## config.mk

```make
export PLATFORM = sky130hd
export DESIGN_NAME = chunked_addsub
export DESIGN_NICKNAME = d
export VERILOG_FILES = /design/src/rtl/chunked_addsub.sv
export SDC_FILE = /design/constraint.sdc
export NUM_CORES = 1
export LEC_CHECK = 0
export CAP_MARGIN = 0
export CORE_MARGIN = 2
export CORE_UTILIZATION = 25
export CTS_CLUSTER_SIZE = 24
export DETAILED_ROUTE_END_ITERATION = 8
export SYNTH_ARGS = -nofsm -noshare
export SYNTH_HDL_FRONTEND = slang
export SYNTH_SLANG_ARGS = --single-unit
```

## constraint.sdc

```tcl
create_clock -name clk -period 2.65 [get_ports clk]
set_clock_uncertainty 0.05 [all_clocks]
set_input_delay 0.795 -clock clk [delete_from_list [all_inputs] [get_ports clk]]
set_output_delay 0.795 -clock clk [all_outputs]
set_load 0.005 [all_outputs]
```

## src/rtl/chunked_addsub.sv

```systemverilog
// Multi-cycle adder/subtractor: adds CHUNK bits per clock with a registered carry,
// behind valid/ready handshakes on both sides; reports carry-out and signed overflow.
module chunked_addsub #(
    parameter int WIDTH = 16,
    parameter int CHUNK = 4
) (
    input  logic             clk,
    input  logic             rst,
    input  logic             in_valid,
    output logic             in_ready,
    input  logic [WIDTH-1:0] a,
    input  logic [WIDTH-1:0] b,
    input  logic             sub,
    output logic             out_valid,
    input  logic             out_ready,
    output logic [WIDTH-1:0] sum,
    output logic             cout,
    output logic             ovf
);
    localparam int NCH = WIDTH / CHUNK;
    localparam int IW  = (NCH > 1) ? $clog2(NCH) : 1;

    typedef enum logic [1:0] {IDLE, BUSY, DONE} state_t;

    state_t           state_reg, state_next;
    logic [WIDTH-1:0] a_reg, b_reg, sum_reg, sum_next;
    logic             carry_reg, cout_reg, ovf_reg;
    logic [IW-1:0]    idx_reg;
    logic [CHUNK-1:0] a_ch [NCH];
    logic [CHUNK-1:0] b_ch [NCH];
    logic [CHUNK:0]   chunk_sum;
    logic             last_chunk;
    logic             accept;

    // Slice the operands into chunks and merge the fresh chunk result into the sum.
    generate
        for (genvar gi = 0; gi < NCH; gi++) begin : g_chunk
            assign a_ch[gi] = a_reg[gi*CHUNK +: CHUNK];
            assign b_ch[gi] = b_reg[gi*CHUNK +: CHUNK];
            assign sum_next[gi*CHUNK +: CHUNK] = (idx_reg == IW'(gi)) ?
                chunk_sum[CHUNK-1:0] : sum_reg[gi*CHUNK +: CHUNK];
        end
    endgenerate

    assign chunk_sum  = {1'b0, a_ch[idx_reg]} + {1'b0, b_ch[idx_reg]} + {{CHUNK{1'b0}}, carry_reg};
    assign last_chunk = (idx_reg == IW'(NCH - 1));
    assign accept     = in_valid && (state_reg == IDLE);

    always_ff @(posedge clk or posedge rst) begin
        if (rst) state_reg <= IDLE;
        else     state_reg <= state_next;
    end

    always_comb begin
        state_next = state_reg;
        case (state_reg)
            IDLE:    if (in_valid)   state_next = BUSY;
            BUSY:    if (last_chunk) state_next = DONE;
            DONE:    if (out_ready)  state_next = IDLE;
            default: state_next = IDLE;
        endcase
    end

    always_comb begin
        in_ready  = (state_reg == IDLE);
        out_valid = (state_reg == DONE);
    end

    // Subtraction is A + ~B + 1: the inverted operand is stored and the carry seeded with 1.
    always_ff @(posedge clk or posedge rst) begin
        if (rst) begin
            a_reg     <= '0;
            b_reg     <= '0;
            sum_reg   <= '0;
            carry_reg <= 1'b0;
            cout_reg  <= 1'b0;
            ovf_reg   <= 1'b0;
            idx_reg   <= '0;
        end else if (accept) begin
            a_reg     <= a;
            b_reg     <= sub ? ~b : b;
            carry_reg <= sub;
            sum_reg   <= '0;
            idx_reg   <= '0;
        end else if (state_reg == BUSY) begin
            sum_reg   <= sum_next;
            carry_reg <= chunk_sum[CHUNK];
            idx_reg   <= last_chunk ? '0 : idx_reg + 1'b1;
            if (last_chunk) begin
                cout_reg <= chunk_sum[CHUNK];
                ovf_reg  <= (a_reg[WIDTH-1] == b_reg[WIDTH-1]) &&
                            (chunk_sum[CHUNK-1] != a_reg[WIDTH-1]);
            end
        end
    end

    assign sum  = sum_reg;
    assign cout = cout_reg;
    assign ovf  = ovf_reg;
endmodule

```

; After elaboration in Yosys (flattened, before gate mapping)
; Index checks and enable logic that the tools add are counted.
[word_totals]
ff_bits = 55
latch_bits = 0
mem_bits_rw = 0
romBits = 0
input_bits = 37
output_inout_bits = 20
elab_cells = 65
n_memories = 0
[classes]
add_sub_neg = 3
multipliers = 0
div_mod_pow = 0
order_cmp = 1
eq_ne = 10
shifts = 0
muxes = 22
bitwise = 3
reduce_logical = 15
[ops]
columns = operator, count
row1 = 16-bit two-way mux, 3
row2 = 4-bit two-way mux, 8
row3 = 4-bit binary-select mux with 2-bit select, 2
row4 = 16-bit NOT, 1
row5 = 2-bit two-way mux, 6
row6 = 2-bit nonzero test, 5
row7 = 2-bit AND reduction, 4
row8 = "2-bit == test, second input constant", 3
row9 = 2-bit one-hot mux with 3 select lines, 1
row10 = 3-bit AND reduction, 2
row11 = 4-bit by 4-bit adder with 5-bit output, 1
row12 = 5-bit by 1-bit adder with 5-bit output, 1
row13 = "2-bit by 1-bit == test with 1-bit output, second input constant", 2
row14 = 2-bit zero test, 2
row15 = "2-bit != test, second input constant", 2
row16 = "3-bit greater-or-equal comparator, second input constant", 1
row17 = 2-bit NOT with 3-bit output, 1
row18 = "2-bit by 1-bit adder with 2-bit output, second input constant", 1
row19 = 1-bit logical AND, 2
row20 = 1-bit two-way mux, 2
row21 = "2-bit by 1-bit != test with 1-bit output, second input constant", 1
row22 = 1-bit == test, 1
row23 = 1-bit != test, 1
row24 = 1-bit NOT, 1

; Logic depth before layout (Yosys ltp)
[logic_depth]
word_depth = 9
mapped_depth = 9
mapped_depth_nobuf = 8

; Worst setup path before layout
; OpenSTA, ideal clock, no wires.
[synth_path]
kind = register to register
startpoint = register idx_reg[0]
endpoint = register sum_reg[13] (netlist: sum[13])
setup_time_ns = 0.077
arrival_ns = 2.414
required_ns = 2.523
path_slack_ns = 0.108
path_stages_with_launch = 8
n_path_buf = 1
synth_period_minus_slack_ns = 2.542
path_cell_list = dfrtp_1 buf_2 mux4_2 fa_1 inv_1 fa_1 or2_1 a21oi_1
[synth_via]
elab_chain_cells = 9
elab_cells_between_ends = 15
classes_between = 2 x add/sub / 1 x eq/ne / 9 x mux / 1 x bitwise / 2 x reduce/logical
[synth_rtl]
columns = item, line
row1 = start: declaration, 28  ; logic [IW-1:0] idx_reg;
row2 = start signal: assignment, 88  ; idx_reg <= last_chunk ? '0 : idx_reg + 1'b1;
row3 = 2-bit NOT with 3-bit output (not written as such), 45  ; assign chunk_sum = {1'b0, a_ch[idx_reg]} + {1'b0, b_ch[idx_reg]} + {{CHUNK{1'b0}}, carry_reg};
row4 = 4-bit binary-select mux with 2-bit select, 45
row5 = 4-bit two-way mux (not written as such) (2 in a row), 45
row6 = 4-bit by 4-bit adder with 5-bit output, 45
row7 = 5-bit by 1-bit adder with 5-bit output, 45
row8 = 4-bit two-way mux, 40  ; assign sum_next[gi*CHUNK +: CHUNK] = (idx_reg == IW'(gi)) ?
row9 = 16-bit two-way mux, 85  ; end else if (state_reg == BUSY) begin
row10 = 16-bit two-way mux, 79  ; end else if (accept) begin
row11 = end signal: assignment, 86  ; sum_reg <= sum_next;
row12 = end: declaration, 26  ; logic [WIDTH-1:0] a_reg, b_reg, sum_reg, sum_next;
; Several ways; a longest one is shown, not always the timed one. The select of a mux whose other input is x is not followed.
; A chain may end at the register's enable or synchronous reset.

; Worst setup path after layout
[layout_path]
startpoint = register idx_reg[0]
endpoint = register carry_reg
[layout_via]
elab_chain_cells = 8
elab_cells_between_ends = 11
classes_between = 2 x add/sub / 8 x mux / 1 x bitwise
[layout_rtl]
columns = item, line
row1 = 2-bit NOT with 3-bit output (not written as such) (*), 45
row2 = 4-bit binary-select mux with 2-bit select, 45
row3 = 4-bit two-way mux (not written as such) (2 in a row), 45
row4 = 4-bit by 4-bit adder with 5-bit output (*), 45
row5 = 5-bit by 1-bit adder with 5-bit output (*), 45
row6 = 1-bit two-way mux (*), 85
row7 = 1-bit two-way mux (*), 79
row8 = end signal: assignment, 82  ; carry_reg <= sub;
row9 = end signal: assignment, 87  ; carry_reg <= chunk_sum[CHUNK];
row10 = end: declaration, 27  ; logic carry_reg, cout_reg, ovf_reg;
; Every way passes the cells marked *; elsewhere a longest branch is shown, timed or not. The select of a mux whose other input is x is not followed.

==> metrics <==
status=finished, final reports clean; Sw Share=0.400; CP startpoint kind=flop; Post-synth EDFFs=0; largest net degree at the start of global routing=53; Final nets=approximately 370; dominant cell type by area after synthesis=dfrtp_1; Clock Power Share=0.110; Post-Syn Nets=313; PwrDens=1140 nW/um2; Via-to-Cell Ratio=4.33; post-CTS setup buffer count=0; final WL=6110 um; CTS-repair resized insts=0; Max-slew headroom=0.656; Clock Path Buffers=2; I/O pins=57; CTS tree=built; die width=approximately 110 um; Max IR drop VDD=roughly 0.4 mV; H-tree depth=2; final hold viol count=0; initial DRC count=85; P&R area growth vs syn=29.9%; top cells by count, synth=nand2_1 (82), dfrtp_1 (55), o21ai_0 (22); Seq pwr share=0.369; most used cell, CP=fa_1; wire per inst=approximately 13 um; DRT Pass-1 Iters=4; Max Cap Viol=0; critical path class=flop to flop; Hold Buf Count CTS=0; Comb pwr share=0.521; Async SR Flop Fraction=1.00; Net Switching=1590 uW; total global-route track usage=0.113; hpwl dp=around 4600 um; Worst-path clk slew=about 0.090 ns; crit path time final=approximately 2.4 ns; Max FO, Critical Path=6; setup TNS=0 ns; CP endpoint kind=flop; Starting Density=0.259; die area=approximately 12000 um2; gr ovfl total=0; vias in the first global route=between 1500 and 2000; Worst Tran Pin Value=0.516 ns; via count=a little under 2000; antenna-violating nets left=0; dominant cell by count in the synthesized netlist=nand2_1; sequential area share after synthesis=0.513; arrival time at the worst endpoint=roughly 2.6 ns; clk sink count=55; final setup vio count=0; antenna violations before repair=0; ranking of synthesized cells by area=dfrtp_1 (51%), nand2_1 (11%), mux4_2 (6.7%); fmax=approximately 410 MHz; fin. max-slew vios=0; CTS Root Cell=clkbuf_8; Required @ worst endpoint=around 2.8 ns; Mapped Area=roughly 2700 um2; die height=around 110 um; post-synthesis register bit count=55; yosys warns=0; Buf+Inv Stages, Crit Path=1; Tot Pwr=~4000 uW; worst min-delay path class=flop to flop; Primary FF master, synth=dfrtp_1; final RePlAce weighted congestion=0.840; Mapped Cells=about 270; PortBufs=56; Core Rows=37; slowest stage delay, CP=roughly 0.54 ns; drt drc=0; synth unique cells=37; Fillers=1094; Crit-path slowest cell=mux4_2; Mean Syn Cell Area=between 10 and 15 um2; n_diodes=0; share of cells above drive strength 1=0.0779; internal power=around 2400 uW; worst-path cell chain=mux4_2 > fa_1 > inv_1 > fa_1 > nor2b_1 > o21ai_1 > nand2b_1 > a221o_1; RSZ-0062 raised after global routing=false; Tcrit/Tclk final=0.923; Static Leak=~0.0015 uW; post-synth top area share=0.513; clk_lat worst skew=roughly 0.31 ns; first-pass GRT wire length=around 10000 um; CP delay by family, top=adder cells; core area=around 10000 um2; Num CTS Buffers=5
==> routing by layer <==
| layer | GRT usage | vias up | wire length, um |
|---|---|---|---|
| met5 | 0 | - | 0 |
| met4 | 0.0275 | 0 | 68 |
| met3 | 0.0333 | 10 | 374 |
| met2 | 0.182 | 58 | 2710 |
| met1 | 0.151 | 920 | 2960 |
| li1 | - | 991 | - |
==> per-stage QoR <==
step           setup slack [ns]  area (um2)  instances  hold slack [ns]   util
6_report                  0.204        3480        457            0.435  0.336
5_1_grt                  0.0655        3480        457            0.468  0.336
4_1_cts                   0.119        3480        457            0.441  0.336
3_5_place_dp              0.124        3410        451            0.412  0.328
3_3_place_gp              0.165        3410        451            0.410  0.328
2_1_floorplan             0.108        2680        267            0.390      -
==> power by group through the flow <==
stage                     Combinational, uW  Clock, uW  Sequential [uW]
after detailed placement               2090          0             1490
after CTS                              2100        446             1470
after floorplan                        1440          0             1390
after global placement                 2020          0             1490
after global routing                   2350        487             1520
final                                  2070        438             1470
==> cell type report <==
class,count,area (um2),share of cell area
clock buffers,5,68.8,0.0198
clock inverters,1,7.51,0.00216
inverters,7,26.3,0.00754
multi-input cells,191,1200,0.345
flip-flops and latches,55,1380,0.395
well taps,136,170,0.0489
repair buffers,62,631,0.181
==> final timing paths <==
check | from | to | slack (ns) | depth (start not counted)
min reg2reg | b_reg[12]$_DFFE_PP0P_ | b_reg[12]$_DFFE_PP0P_ | 0.44 | 2
min | b_reg[12]$_DFFE_PP0P_ | b_reg[12]$_DFFE_PP0P_ | 0.44 | 2
max reg2reg | idx_reg[0]$_DFFE_PP0P_ | carry_reg$_DFFE_PP0P_ | 0.20 | 8
max in group asynchronous | rst | idx_reg[0]$_DFFE_PP0P_ | 1.28 | 3
max | idx_reg[0]$_DFFE_PP0P_ | carry_reg$_DFFE_PP0P_ | 0.20 | 8
min in group asynchronous | rst | sum[13]$_DFFE_PP0P_ | 0.73 | 2
==> cell families after synthesis <==
family | share of synthesized area
muxes | 0.0751
buffers and inverters | 0.0383
adders and majority gates | 0.0476
and+or+nand+nor | 0.179
xor gates and xnor gates | 0.0588
AOI/OAI and AO/OA | 0.0877
DFF | 0.513
==> cells in the final DEF (no fill, tap or decap), types with 2 or more instances in the layout <==
master,n
dfrtp_1,54
nand2b_1,2
nor2_1,3
buf_4,4
buf_12,2
clkbuf_8,5
a21oi_1,12
inv_1,6
mux4_2,8
o21ai_0,22
a22o_1,2
clkdlybuf4s50_1,56
fa_1,2
nand2_1,82
nand3_1,12
or2_0,3
ha_1,7
xnor2_1,17
==> worst min-delay path, stage by stage, from the launching register on <==
cell and delay [ns]:
dfrtp_1 0.35, nand2_1 0.05, o21ai_0 0.06
(Power assumes the default switching activity.)
